## config.mk

```make
export PLATFORM = sky130hd
export DESIGN_NAME = bus_arbiter_2_flat
export DESIGN_NICKNAME = d
export VERILOG_FILES = /design/src/rtl/bus_arbiter_2_pkg.sv /design/src/rtl/bus_arbiter_2_if.sv /design/src/rtl/bus_arbiter_2_watchdog.sv /design/src/rtl/bus_arbiter_2.sv /design/src/flat_wrapper.sv
export SDC_FILE = /design/constraint.sdc
export NUM_CORES = 1
export LEC_CHECK = 0
export BUFFER_PORTS_ARGS = -buffer_cell sky130_fd_sc_hd__buf_4
export CAP_MARGIN = 5
export CORE_AREA = 2 2 122 124
export CTS_CLUSTER_DIAMETER = 30
export DETAILED_ROUTE_END_ITERATION = 16
export DIE_AREA = 0 0 124 126
export PLACE_DENSITY = 0.5
export SKIP_CTS_REPAIR_TIMING = 1
export SLEW_MARGIN = 20
export SYNTH_ARGS = -nofsm -noshare
export SYNTH_HDL_FRONTEND = slang
export SYNTH_SLANG_ARGS = --single-unit
```

## constraint.sdc

```tcl
create_clock -name clk -period 1.42 [get_ports clk]
set_input_delay 0.142 -clock clk [delete_from_list [all_inputs] [get_ports clk]]
set_output_delay 0.142 -clock clk [all_outputs]
set_load 0.02 [all_outputs]
```

## src/rtl/bus_arbiter_2_pkg.sv

```systemverilog
// Shared types and constants for the two-host bus arbiter.
// Contents: bus widths, arbiter state enum, request payload struct,
// default watchdog read data, and a state-to-grant helper.
package bus_arbiter_2_pkg;

   localparam int unsigned ADDR_W = 32;
   localparam int unsigned DATA_W = 32;
   localparam int unsigned MASK_W = DATA_W / 8;

   localparam logic [DATA_W-1:0] TIMEOUT_RDATA_DEFAULT = 32'hDEAD_BEEF;

   typedef enum logic [1:0] {
      ARB_IDLE = 2'd0,
      ARB_OWN0 = 2'd1,
      ARB_OWN1 = 2'd2
   } arb_state_e;

   // Host-to-target request payload, muxed as one unit onto the device port
   typedef struct packed {
      logic [ADDR_W-1:0] addr;
      logic [DATA_W-1:0] wdata;
      logic [MASK_W-1:0] wmask;
      logic              wen;
      logic              ren;
   } bus_req_t;

   // One-hot owner encoding for a given state; idle is 2'b00
   function automatic logic [1:0] grant_of(input arb_state_e s);
      logic [1:0] g;
      g = 2'b00;
      case (s)
         ARB_OWN0: g = 2'b01;
         ARB_OWN1: g = 2'b10;
         default:  g = 2'b00;
      endcase
      return g;
   endfunction

endpackage

```

## src/rtl/bus_arbiter_2_if.sv

```systemverilog
// Simple bus link: addr/wdata/wmask/wen/ren from the requester,
// rdata/done back from the responder.
// Modports:
//   master - drives the request (addr, wdata, wmask, wen, ren), sees rdata/done
//   slave  - receives the request, drives rdata/done
interface bus_arbiter_2_if;
   import bus_arbiter_2_pkg::*;

   logic [ADDR_W-1:0] addr;
   logic [DATA_W-1:0] wdata;
   logic [MASK_W-1:0] wmask;
   logic              wen;
   logic              ren;
   logic [DATA_W-1:0] rdata;
   logic              done;

   modport master (
      output addr, wdata, wmask, wen, ren,
      input  rdata, done
   );

   modport slave (
      input  addr, wdata, wmask, wen, ren,
      output rdata, done
   );

endinterface

```

## src/rtl/bus_arbiter_2_watchdog.sv

```systemverilog
// Transaction watchdog: saturating cycle counter with expiry compare.
// Ports:
//   clk, rst  - clock, async active-high reset
//   clr       - hold counter at zero (arbiter idle)
//   en        - count this cycle (owned, no completion yet)
//   expired   - counter has reached TIMEOUT_CYCLES; always 0 when TIMEOUT_CYCLES == 0
module bus_arbiter_2_watchdog #(
   parameter int unsigned TIMEOUT_CYCLES = 0
) (
   input  logic clk,
   input  logic rst,
   input  logic clr,
   input  logic en,
   output logic expired
);

   // Keep at least one bit so a disabled watchdog still elaborates
   localparam int unsigned CNT_W = (TIMEOUT_CYCLES > 0) ? $clog2(TIMEOUT_CYCLES + 1) : 1;
   localparam logic [CNT_W-1:0] LIMIT = CNT_W'(TIMEOUT_CYCLES);

   logic [CNT_W-1:0] count_q;

   // Saturates at LIMIT so a stuck owner can never wrap back below expiry
   always_ff @(posedge clk or posedge rst) begin
      if (rst) begin
         count_q <= '0;
      end else if (clr) begin
         count_q <= '0;
      end else if (en && (count_q != LIMIT)) begin
         count_q <= count_q + CNT_W'(1);
      end
   end

   assign expired = (TIMEOUT_CYCLES != 0) && (count_q == LIMIT);

endmodule

```

## src/rtl/bus_arbiter_2.sv

```systemverilog
// Two-host to one-target bus arbiter with per-transaction grant lock and
// optional watchdog completion of hung transactions.
// Ports:
//   clk, rst  - clock, async active-high reset
//   h0, h1    - host links (slave side): request in, rdata/done out
//   dev       - target link (master side): muxed request out, rdata/done in
//   grant     - registered one-hot owner, 2'b00 when idle
//   timeout   - one-cycle pulse when the watchdog completes a transaction
module bus_arbiter_2
   import bus_arbiter_2_pkg::*;
#(
   parameter bit                FIXED_PRIORITY = 1'b0,
   parameter int unsigned       TIMEOUT_CYCLES = 0,
   parameter logic [DATA_W-1:0] TIMEOUT_RDATA  = TIMEOUT_RDATA_DEFAULT
) (
   input  logic            clk,
   input  logic            rst,
   bus_arbiter_2_if.slave  h0,
   bus_arbiter_2_if.slave  h1,
   bus_arbiter_2_if.master dev,
   output logic [1:0]      grant,
   output logic            timeout
);

   arb_state_e        state_q, state_d;
   logic              last_q, last_d;     // 1: host 1 served most recently
   logic [1:0]        grant_q;
   logic              req0, req1;
   logic              wd_expired;
   logic              owning;
   logic              h0_done_c, h1_done_c, timeout_c;
   logic [DATA_W-1:0] owner_rdata;
   bus_req_t          h0_bus, h1_bus, dev_bus;

   assign req0   = h0.wen | h0.ren;
   assign req1   = h1.wen | h1.ren;
   assign owning = (state_q != ARB_IDLE);

   bus_arbiter_2_watchdog #(
      .TIMEOUT_CYCLES (TIMEOUT_CYCLES)
   ) u_watchdog (
      .clk     (clk),
      .rst     (rst),
      .clr     (!owning),
      .en      (owning && !dev.done),
      .expired (wd_expired)
   );

   // State, last-served and grant registers
   always_ff @(posedge clk or posedge rst) begin
      if (rst) begin
         state_q <= ARB_IDLE;
         last_q  <= 1'b1;
         grant_q <= 2'b00;
      end else begin
         state_q <= state_d;
         last_q  <= last_d;
         grant_q <= grant_of(state_d);
      end
   end

   // Next-state and completion decode; dev_done beats a same-cycle expiry
   always_comb begin
      state_d   = state_q;
      last_d    = last_q;
      h0_done_c = 1'b0;
      h1_done_c = 1'b0;
      timeout_c = 1'b0;
      unique case (state_q)
         ARB_IDLE: begin
            // Host 0 wins alone, under fixed priority, or when host 1 went last
            if (req0 && (!req1 || FIXED_PRIORITY || last_q)) begin
               state_d = ARB_OWN0;
            end else if (req1) begin
               state_d = ARB_OWN1;
            end
         end
         ARB_OWN0: begin
            if (dev.done || wd_expired) begin
               h0_done_c = 1'b1;
               timeout_c = !dev.done;
               last_d    = 1'b0;
               state_d   = ARB_IDLE;
            end
         end
         ARB_OWN1: begin
            if (dev.done || wd_expired) begin
               h1_done_c = 1'b1;
               timeout_c = !dev.done;
               last_d    = 1'b1;
               state_d   = ARB_IDLE;
            end
         end
         default: state_d = ARB_IDLE;
      endcase
   end

   // Request mux on the registered grant, so reset drops dev strobes at once
   assign h0_bus = '{addr: h0.addr, wdata: h0.wdata, wmask: h0.wmask, wen: h0.wen, ren: h0.ren};
   assign h1_bus = '{addr: h1.addr, wdata: h1.wdata, wmask: h1.wmask, wen: h1.wen, ren: h1.ren};

   always_comb begin
      dev_bus = '0;
      unique case (grant_q)
         2'b01:   dev_bus = h0_bus;
         2'b10:   dev_bus = h1_bus;
         default: dev_bus = '0;
      endcase
   end

   assign dev.addr  = dev_bus.addr;
   assign dev.wdata = dev_bus.wdata;
   assign dev.wmask = dev_bus.wmask;
   assign dev.wen   = dev_bus.wen;
   assign dev.ren   = dev_bus.ren;

   // Owner sees target data, or the watchdog pattern on a timed-out completion
   assign owner_rdata = (wd_expired && !dev.done) ? TIMEOUT_RDATA : dev.rdata;

   assign h0.rdata = (state_q == ARB_OWN0) ? owner_rdata : '0;
   assign h1.rdata = (state_q == ARB_OWN1) ? owner_rdata : '0;
   assign h0.done  = h0_done_c;
   assign h1.done  = h1_done_c;

   assign grant   = grant_q;
   assign timeout = timeout_c;

endmodule
```

## src/flat_wrapper.sv

```systemverilog
// flat-port wrapper written by rule: the top's interface ports become plain ports
module bus_arbiter_2_flat import bus_arbiter_2_pkg::*;
#(
   parameter bit                FIXED_PRIORITY = 1'b0,
   parameter int unsigned       TIMEOUT_CYCLES = 0,
   parameter logic [DATA_W-1:0] TIMEOUT_RDATA  = TIMEOUT_RDATA_DEFAULT
)
  (clk, rst, grant, timeout, h0_addr, h0_wdata, h0_wmask, h0_wen, h0_ren, h0_rdata, h0_done, h1_addr, h1_wdata, h1_wmask, h1_wen, h1_ren, h1_rdata, h1_done, dev_addr, dev_wdata, dev_wmask, dev_wen, dev_ren, dev_rdata, dev_done);
  bus_arbiter_2_if h0_i ();
  bus_arbiter_2_if h1_i ();
  bus_arbiter_2_if dev_i ();
  input  logic clk;
  input  logic rst;
  output logic [1:0] grant;
  output logic timeout;
  input wire logic [$bits(h0_i.addr)-1:0] h0_addr;
  input wire logic [$bits(h0_i.wdata)-1:0] h0_wdata;
  input wire logic [$bits(h0_i.wmask)-1:0] h0_wmask;
  input wire logic [$bits(h0_i.wen)-1:0] h0_wen;
  input wire logic [$bits(h0_i.ren)-1:0] h0_ren;
  output wire logic [$bits(h0_i.rdata)-1:0] h0_rdata;
  output wire logic [$bits(h0_i.done)-1:0] h0_done;
  input wire logic [$bits(h1_i.addr)-1:0] h1_addr;
  input wire logic [$bits(h1_i.wdata)-1:0] h1_wdata;
  input wire logic [$bits(h1_i.wmask)-1:0] h1_wmask;
  input wire logic [$bits(h1_i.wen)-1:0] h1_wen;
  input wire logic [$bits(h1_i.ren)-1:0] h1_ren;
  output wire logic [$bits(h1_i.rdata)-1:0] h1_rdata;
  output wire logic [$bits(h1_i.done)-1:0] h1_done;
  output wire logic [$bits(dev_i.addr)-1:0] dev_addr;
  output wire logic [$bits(dev_i.wdata)-1:0] dev_wdata;
  output wire logic [$bits(dev_i.wmask)-1:0] dev_wmask;
  output wire logic [$bits(dev_i.wen)-1:0] dev_wen;
  output wire logic [$bits(dev_i.ren)-1:0] dev_ren;
  input wire logic [$bits(dev_i.rdata)-1:0] dev_rdata;
  input wire logic [$bits(dev_i.done)-1:0] dev_done;
  assign h0_i.addr = h0_addr;
  assign h0_i.wdata = h0_wdata;
  assign h0_i.wmask = h0_wmask;
  assign h0_i.wen = h0_wen;
  assign h0_i.ren = h0_ren;
  assign h0_rdata = h0_i.rdata;
  assign h0_done = h0_i.done;
  assign h1_i.addr = h1_addr;
  assign h1_i.wdata = h1_wdata;
  assign h1_i.wmask = h1_wmask;
  assign h1_i.wen = h1_wen;
  assign h1_i.ren = h1_ren;
  assign h1_rdata = h1_i.rdata;
  assign h1_done = h1_i.done;
  assign dev_addr = dev_i.addr;
  assign dev_wdata = dev_i.wdata;
  assign dev_wmask = dev_i.wmask;
  assign dev_wen = dev_i.wen;
  assign dev_ren = dev_i.ren;
  assign dev_i.rdata = dev_rdata;
  assign dev_i.done = dev_done;
  bus_arbiter_2 #(.FIXED_PRIORITY(FIXED_PRIORITY), .TIMEOUT_CYCLES(TIMEOUT_CYCLES), .TIMEOUT_RDATA(TIMEOUT_RDATA)) u_core (.clk(clk), .rst(rst), .h0(h0_i), .h1(h1_i), .dev(dev_i), .grant(grant), .timeout(timeout));
endmodule
```

* Word level (Yosys, flattened, before mapping)
Cells that the tools add are included.
** Operators by class
- $add $sub $neg :: 0
- Multiply operators :: 0
- Div/mod/pow operators :: 0
- $lt $le $gt $ge :: 0
- Equality and inequality tests :: 8
- Shift-type cells :: 0
- Mux-type cells :: 16
- Bitwise operators :: 2
- Reductions and logical operators :: 8
** Operator list (number)
- $pmux 70 s2 :: 1
- $mux 32 :: 2
- $pmux 2 s2 :: 2
- $mux 1 :: 7
- $eq 2x1->1 const B :: 3
- $eq 2x2->1 const B :: 3
- $mux 2 :: 3
- $ne 2x2->1 const B :: 2
- $reduce_and 3->1 :: 1
- $logic_not 1->1 :: 2
- $logic_not 2->1 :: 1
- $or 1x1->1 :: 2
- $pmux 1 s2 :: 1
- $reduce_bool 2->1 :: 1
- $reduce_or 2->1 :: 1
- $logic_and 1x1->1 :: 1
- $logic_or 1x1->1 :: 1
** Storage, ports and cells
- Register bits :: 5
- Bits in latches :: 0
- RAM bits :: 0
- Bits in read-only memories :: 0
- Output and inout port bits :: 139
- Memories :: 0

* Logic depth before layout (Yosys ltp)
Gate-level depths: netlist of the first run.
- Depth after elaboration :: 8
- Mapped depth :: 6
- Gate-level depth less buffers :: 5

* Cells and area by module
From an unflattened synthesis of the first run, not the netlist that was laid out.
** Second synthesis, totals
- Cells, all modules :: 279
- Area, all modules :: 1773.0 µm²
** Modules (own cells, without submodules)
- bus_arbiter_2 :: instances 1, cells each 277, area each 1761.7 µm², seq. area each 126.4 µm²
- bus_arbiter_2_watchdog :: instances 1, cells each 2, area each 11.3 µm², seq. area each 0.0 µm²

* Worst setup path after synthesis of the first run
No wires, ideal clock.
- Kind :: reg-to-output
- Start :: register u_core.grant_q[0], in the netlist u_core.grant[0]
- End :: output dev_addr[16]
- Data arrival time :: 1560 ps
- Required time :: 1278 ps
- Slack :: -282 ps
- Stages on the path, launching flop included :: 7
- Buffers on the path :: 2
- Cells stage by stage :: dfrtp_1 -> inv_1 -> ha_1 -> clkbuf_1 -> clkbuf_1 -> a22oi_1 -> nor2_1
** On the way
- Word-level cells in the longest chain between the ends :: 2
- Elaborated cells on any way between the ends :: 3
- Those cells by class :: eq/ne: 2; mux: 1
** RTL lines
- start, declared :: line bus_arbiter_2.sv:27 : logic [1:0] grant_q;
- start signal, assigned :: line bus_arbiter_2.sv:58 : grant_q <= grant_of(state_d);
- $eq 2x2->1 or $eq 2x1->1 (tied branches) :: line bus_arbiter_2.sv:104 : unique case (grant_q)
- $pmux 70 s2 (*) :: line bus_arbiter_2.sv:104
- end, declared :: line flat_wrapper.sv:30 : output wire logic [$bits(dev_i.addr)-1:0] dev_addr;
Mark *: on every way between the ends. The rest lies on a longest branch, timed or not.

* Final worst setup path of the first run
- Start :: register u_core.grant_q[0], in the netlist u_core.grant[0]
- End :: output dev_wdata[2]
** On the way
- Word-level cells in the longest chain between the ends :: 2
- Elaborated cells on any way between the ends :: 3
- Those cells by class :: eq/ne: 2; mux: 1
** RTL lines
- $eq 2x2->1 or $eq 2x1->1 (tied branches) :: line bus_arbiter_2.sv:104
- $pmux 70 s2 (*) :: line bus_arbiter_2.sv:104
- end, declared :: line flat_wrapper.sv:31 : output wire logic [$bits(dev_i.wdata)-1:0] dev_wdata;
Marks and branches as above.

==> impl_metrics.py, run 1 <==
metrics = {
    "synthesis": {
        "yosysWarnings": 0,
        "synth-simple-area-share_pct": 41.9,
        "synth_fa_ha_area_share_pct": 4.49,
        "async_flop_share_pct": 100,
        "synth_top_family_by_area": "simple AND/OR/NAND/NOR gates",
        "yosysSeqAreaShare_pct": 7.57,
        "netlist_area_sq_um": 1670,
        "ys_top_cells_by_count": "70 x a22oi_1, 70 x nor2_1, 65 x and2_1",
        "synth_compound_area_share_pct": 37.1,
        "yosysTopAreaCell": "a22oi_1",
        "synth_top_area_share_pct": 31.5,
        "synth.avg_cell_area_sq_um": 6.10,
        "yosys-top-cells-area": "a22oi_1 31%, and2_1 24%, nor2_1 16%",
        "synth_edf_count": 0,
        "syn_nets": 455,
        "ys_ff_latch": 5,
        "muxShareOfSynthArea_pct": 0,
        "synth.distinct_cells": 23,
        "syn_inst": 274,
        "synth-xor-area-share_pct": 0,
        "synth_flop_cell": "dfrtp_1",
    },
    "floorplanning": {
        "row_count": 44,
        "design.die.area_sq_um": 15600,
        "core_area_sq_um": 14300,
        "die_x_microns": 124,
        "initial_utilization_pct": 11.7,
        "die_h_microns": 126,
        "boundaryPins": 314,
    },
    "clock_network": {
        "cts_buffer_depth": 2,
        "cts_tree": "yes",
        "htreeDepth": 1,
        "clock-sinks": 5,
        "root_buffer": "clkbuf_16",
        "worstSkewPairLatency_ns": 0.23,
        "cts_made_buffers": 3,
        "clkTransAtPathRegs_ns": 0.04,
    },
    "min_path": {
        "hold_path_class": "primary input to flip-flop",
        "whs_path_depth": 3,
        "min_to": "u_core.grant[1]",
        "min_from": "h0_wen",
    },
    "worst_setup_path": {
        "end_kind": "output pin",
        "start_kind": "flip-flop",
        "critPathArrivalTime_ns": 1.53,
        "path_buf_inv": 3,
        "r2r_slack_ns": -0.04,
        "required_ns": 1.28,
        "cp_slowest_cell": "dfrtp_2",
        "worstSetupPathType": "flip-flop to output pin",
        "crit_cells": 6,
        "worst_path_dominant_cell_family": "flip-flops",
        "crit_fanout": 16,
        "rr_endpoint": "u_core.grant[0]",
        "r2r-start": "u_core.state_q[0]",
        "cp_cell_sequence": "inv_2 > ha_4 > buf_8 > a22oi_1 > nor2_2 > buf_4",
        "r2r_cells": 6,
        "critPathMaxStageDelay_ns": 0.43,
    },
    "cells_and_area": {
        "nFillCells": 1414,
        "antenna_cells": 0,
        "drive_above_1_share_pct": 89.6,
        "final_nets": 785,
        "syn2layout_area_growth_pct": 253,
    },
    "routing": {
        "drcViolationCount": 0,
        "wirelength_microns": 13700,
        "routedWlPerCell_microns": 17.4,
        "drt-pass1-iter-count": 4,
        "vias": 3461,
        "via_per_inst": 4.40,
        "ant_nets": 0,
        "drt_iter0_drc": 129,
    },
    "global_route": {
        "overflow": 0,
        "grt_pass1_wl_microns": 15800,
        "antenna_found_initial": 0,
        "track_usage_pct": 12.7,
        "grt_max_degree": 39,
        "grt_pass1_vias": 3170,
    },
    "status": {
        "status": "finished, violations left",
        "violations": "negative setup slack",
    },
    "pwr": {
        "power.clock.fraction_pct": 3.7,
        "swShare_pct": 47.5,
        "p_sw_w": 0.00602,
        "seqPwrFrac_pct": 2.4,
        "total_power_w": 0.0127,
        "p_per_area_nw_per_um2": 2150,
        "p_leak_nw": 2.77,
        "internal_power_w": 0.00665,
        "vdd_drop_max_mv": 0.938,
        "power_frac_comb_pct": 93.8,
    },
    "sta": {
        "max_freq_ghz": 0.598,
        "clock_skew_ns": 0.00491,
        "setup_viol": 137,
        "hold_viol_final": 0,
        "fin_crit_ns": 1.67,
        "holdWs_ns": 0.249,
        "layout_setup_ws_ns": -0.252,
        "period_share_pct": 118,
        "rsz0062_at_grt": "true",
        "drv_slew": 0,
    },
    "placed_design": {
        "detailed_place_hpwl_microns": 9480,
        "port_buffers": 312,
        "place.gp.congestion": 0.749,
    },
    "job": {
        "drv_cap": 0,
    },
}
==> power groups by stage <==
stage / clock network, W / logic (W) / registers (W)
floorplan: 0 / 0.00499 / 0.000311
finish: 0.000473 / 0.0119 / 0.000309
CTS: 0.000476 / 0.00876 / 0.000291
detailed placement: 0 / 0.00874 / 0.000293
global placement: 0 / 0.00871 / 0.000287
global route: 0.000488 / 0.0126 / 0.000319
==> worst max path at each step <==
stage | slack (ns) | endpoint | start
2_1_floorplan | -0.13 | dev_addr[16] | u_core.grant[0]
3_3_place_gp | -0.02 | u_core.grant[1] | u_core.state_q[1]
3_5_place_dp | -0.04 | dev_wdata[2] | u_core.grant[1]
4_1_cts | -0.29 | dev_wdata[2] | u_core.grant[1]
5_1_grt | -0.34 | dev_wdata[18] | u_core.grant[0]
6_report | -0.25 | dev_wdata[2] | u_core.grant[0]
==> tightest hold or removal path, delay by kind of cell <==
family | cells | cell delay [ns]
buffers and inverters | 1 | 0.11
AOI/OAI and AO/OA | 1 | 0.08
and+or+nand+nor | 1 | 0.11
==> state kept, by name, summed over array words and instances, names as in the netlist <==
signal and flops:
u_core.last_q 1, u_core.state_q 2, u_core.grant 2
==> cells in the final DEF, fill, tap and decap left out, types with 5 or more instances in the layout <==
cell / Yosys / final
a22oi_1: 70 / 43
a22oi_2: 0 / 27
and2_4: 0 / 65
buf_12: 0 / 9
buf_4: 1 / 239
buf_6: 0 / 90
clkbuf_16: 0 / 16
ha_4: 0 / 5
nor2_2: 0 / 57
nor2_4: 0 / 13
==> logic make-up (layout without fill, tap and decap cells) <==
logic type	Yosys count	after routing
fa+ha+maj	6	6
other cells	1	1
buf+inv	38	367
flops	5	5
compound gates	84	84
simple gates	140	140
==> routing by layer <==
metal  global-route usage [%]  wire [microns]  vias up
li1                         -               -     1613
met1                     13.1            4410     1632
met2                     25.6            7810      207
met3                     2.58            1390        9
met4                     2.38             110        0
met5                        0               0        -
==> stage by stage <==
step / worst slack [ns] / area (sq um) / util [%] / instances / setup TNS [ns]
after floorplan: -0.129 / 1980 / - / 274 / -7.69
after global placement: -0.0236 / 4680 / 32.7 / 759 / -0.0653
after global routing: -0.339 / 5900 / 41.2 / 787 / -30.83
final: -0.252 / 5900 / 41.2 / 787 / -22.96
after detailed placement: -0.0431 / 4680 / 32.7 / 759 / -0.516
after CTS: -0.289 / 4760 / 33.3 / 763 / -25.56
==> cell type report <==
type	instances	area (sq um)	share of cell area [%]
multi-input combinational	231	2040	34.6
timing repair buffer	356	3400	57.5
inverter	7	26.3	0.445
clock inverter	1	5.00	0.0848
clock buffer	3	75.1	1.27
tap	184	230	3.90
sequential	5	129	2.18
(Power assumes the default switching activity.)
==> run 2: changes to the inputs <==
- CTS_BUF_LIST: unset -> sky130_fd_sc_hd__clkbuf_2 sky130_fd_sc_hd__clkbuf_4 sky130_fd_sc_hd__clkbuf_8
==> impl_metrics.py, run 2 (synthesized netlist as in run 1, its figures left out) <==
metrics = {
    "worst_setup_path": {
        "critPathMaxStageDelay_ns": 0.43,
        "required_ns": 1.28,
        "cp_cell_sequence": "inv_2 > ha_4 > buf_8 > a22oi_1 > nor2_2 > buf_4",
        "crit_fanout": 16,
        "critPathArrivalTime_ns": 1.52,
        "crit_cells": 6,
        "r2r_cells": 6,
        "path_buf_inv": 3,
        "worst_path_dominant_cell_family": "flip-flops",
        "cp_slowest_cell": "dfrtp_2",
        "end_kind": "output pin",
        "start_kind": "flip-flop",
        "worstSetupPathType": "flip-flop to output pin",
    },
    "job": {
        "drv_cap": 0,
    },
    "global_route": {
        "antenna_found_initial": 0,
        "track_usage_pct": 12.7,
        "grt_max_degree": 39,
        "grt_pass1_wl_microns": 15800,
        "overflow": 0,
        "grt_pass1_vias": 3172,
    },
    "sta": {
        "drv_slew": 0,
        "setup_viol": 138,
        "layout_setup_ws_ns": -0.246,
        "fin_crit_ns": 1.67,
        "max_freq_ghz": 0.600,
        "rsz0062_at_grt": "true",
        "hold_viol_final": 0,
        "clock_skew_ns": 0.00508,
        "setup-tns-final_ns": -21.91,
        "period_share_pct": 117,
    },
    "cells_and_area": {
        "fin_area_sq_um": 5860,
        "nFillCells": 1419,
        "drive_above_1_share_pct": 89.4,
        "antenna_cells": 0,
        "mostFrequentLayoutCell": "buf_4",
        "syn2layout_area_growth_pct": 251,
        "layout_common_cells": "239 x buf_4, 90 x buf_6, 65 x and2_4",
        "final_nets": 785,
    },
    "min_path": {
        "hold_path_class": "primary input to flip-flop",
        "whs_path_depth": 3,
    },
    "routing": {
        "vias": 3462,
        "ant_nets": 0,
        "drcViolationCount": 0,
        "wirelength_microns": 13700,
        "drt_iter0_drc": 150,
        "via_per_inst": 4.40,
        "drt-pass1-iter-count": 4,
        "routedWlPerCell_microns": 17.4,
    },
    "pwr": {
        "p_per_area_nw_per_um2": 2120,
        "p_sw_w": 0.00599,
        "vdd_drop_max_mv": 0.912,
        "power_frac_comb_pct": 95.4,
        "internal_power_w": 0.00646,
        "p_leak_nw": 2.75,
        "seqPwrFrac_pct": 2.5,
        "swShare_pct": 48.1,
        "power.clock.fraction_pct": 2.2,
    },
    "placed_design": {
        "port_buffers": 312,
        "detailed_place_hpwl_microns": 9480,
        "post_dp_cell_area_sq_um": 4680,
        "place.gp.congestion": 0.749,
    },
    "clock_network": {
        "worstSkewPairLatency_ns": 0.22,
        "clock-sinks": 5,
        "clkTransAtPathRegs_ns": 0.04,
        "root_buffer": "clkbuf_8",
        "cts_buffer_depth": 2,
        "htreeDepth": 1,
        "cts_tree": "yes",
        "cts_made_buffers": 3,
    },
    "floorplanning": {
        "initial_utilization_pct": 11.7,
        "core_area_sq_um": 14300,
        "boundaryPins": 314,
        "die_x_microns": 124,
        "design.die.area_sq_um": 15600,
        "die_h_microns": 126,
        "row_count": 44,
    },
    "status": {
        "status": "finished, violations left",
        "violations": "negative setup slack",
    },
}
-- run 2: area by class of cell --
type | count | area (sq um) | area share [%]
repair buffers | 356 | 3400 | 57.9
multi-input cells | 231 | 2030 | 34.7
well taps | 184 | 230 | 3.93
flip-flops and latches | 5 | 129 | 2.20
clock buffers | 3 | 41.3 | 0.705
inverters | 7 | 26.3 | 0.448
clock inverters | 1 | 5.00 | 0.0854
-- run 2: power groups by stage --
stage | clock, W | sequential, W | combinational (W)
floorplan | 0 | 0.000311 | 0.00499
global placement | 0 | 0.000287 | 0.00871
detailed placement | 0 | 0.000293 | 0.00874
CTS | 0.000279 | 0.000291 | 0.00876
global route | 0.000289 | 0.000319 | 0.0126
finish | 0.000269 | 0.000307 | 0.0119
-- run 2: stage by stage --
| stage | utilization, % | hold WS [ns] | setup slack [ns] | std cells | total power [W] |
|---|---|---|---|---|---|
| after floorplan | - | -0.0803 | -0.129 | 274 | 0.00530 |
| after global placement | 32.7 | 0.0885 | -0.0236 | 759 | 0.00900 |
| after detailed placement | 32.7 | 0.0899 | -0.0431 | 759 | 0.00904 |
| after CTS | 33.0 | -0.152 | -0.289 | 763 | 0.00933 |
| after global routing | 40.9 | 0.268 | -0.340 | 787 | 0.0132 |
| final | 40.9 | 0.250 | -0.246 | 787 | 0.0125 |
-- run 2: worst register-to-register path: stages, from the launching register on --
cell and delay [ns]:
dfrtp_1 0.38, inv_2 0.07, buf_6 0.12, ha_4 0.24
nor2b_4 0.20, nand3_2 0.12, a221oi_2 0.22
-- run 2: per-layer routing --
metal	GRT usage, %	part of all wire (%)
met4	2.38	0.87
met5	0	0
met3	2.45	10
met1	13.1	32
met2	25.6	57
-- run 2: worst paths after layout --
check / from / endpoint / slack (ns)
max reg2reg: u_core.state_q[0] / u_core.grant[0] / -0.03
min: h0_wen / u_core.grant[1] / 0.25
max: u_core.grant[0] / dev_wdata[2] / -0.25
max in group asynchronous: rst / u_core.last_q / 0.75
min reg2reg: u_core.last_q / u_core.last_q / 0.53
min in group asynchronous: rst / u_core.state_q[1] / 0.41
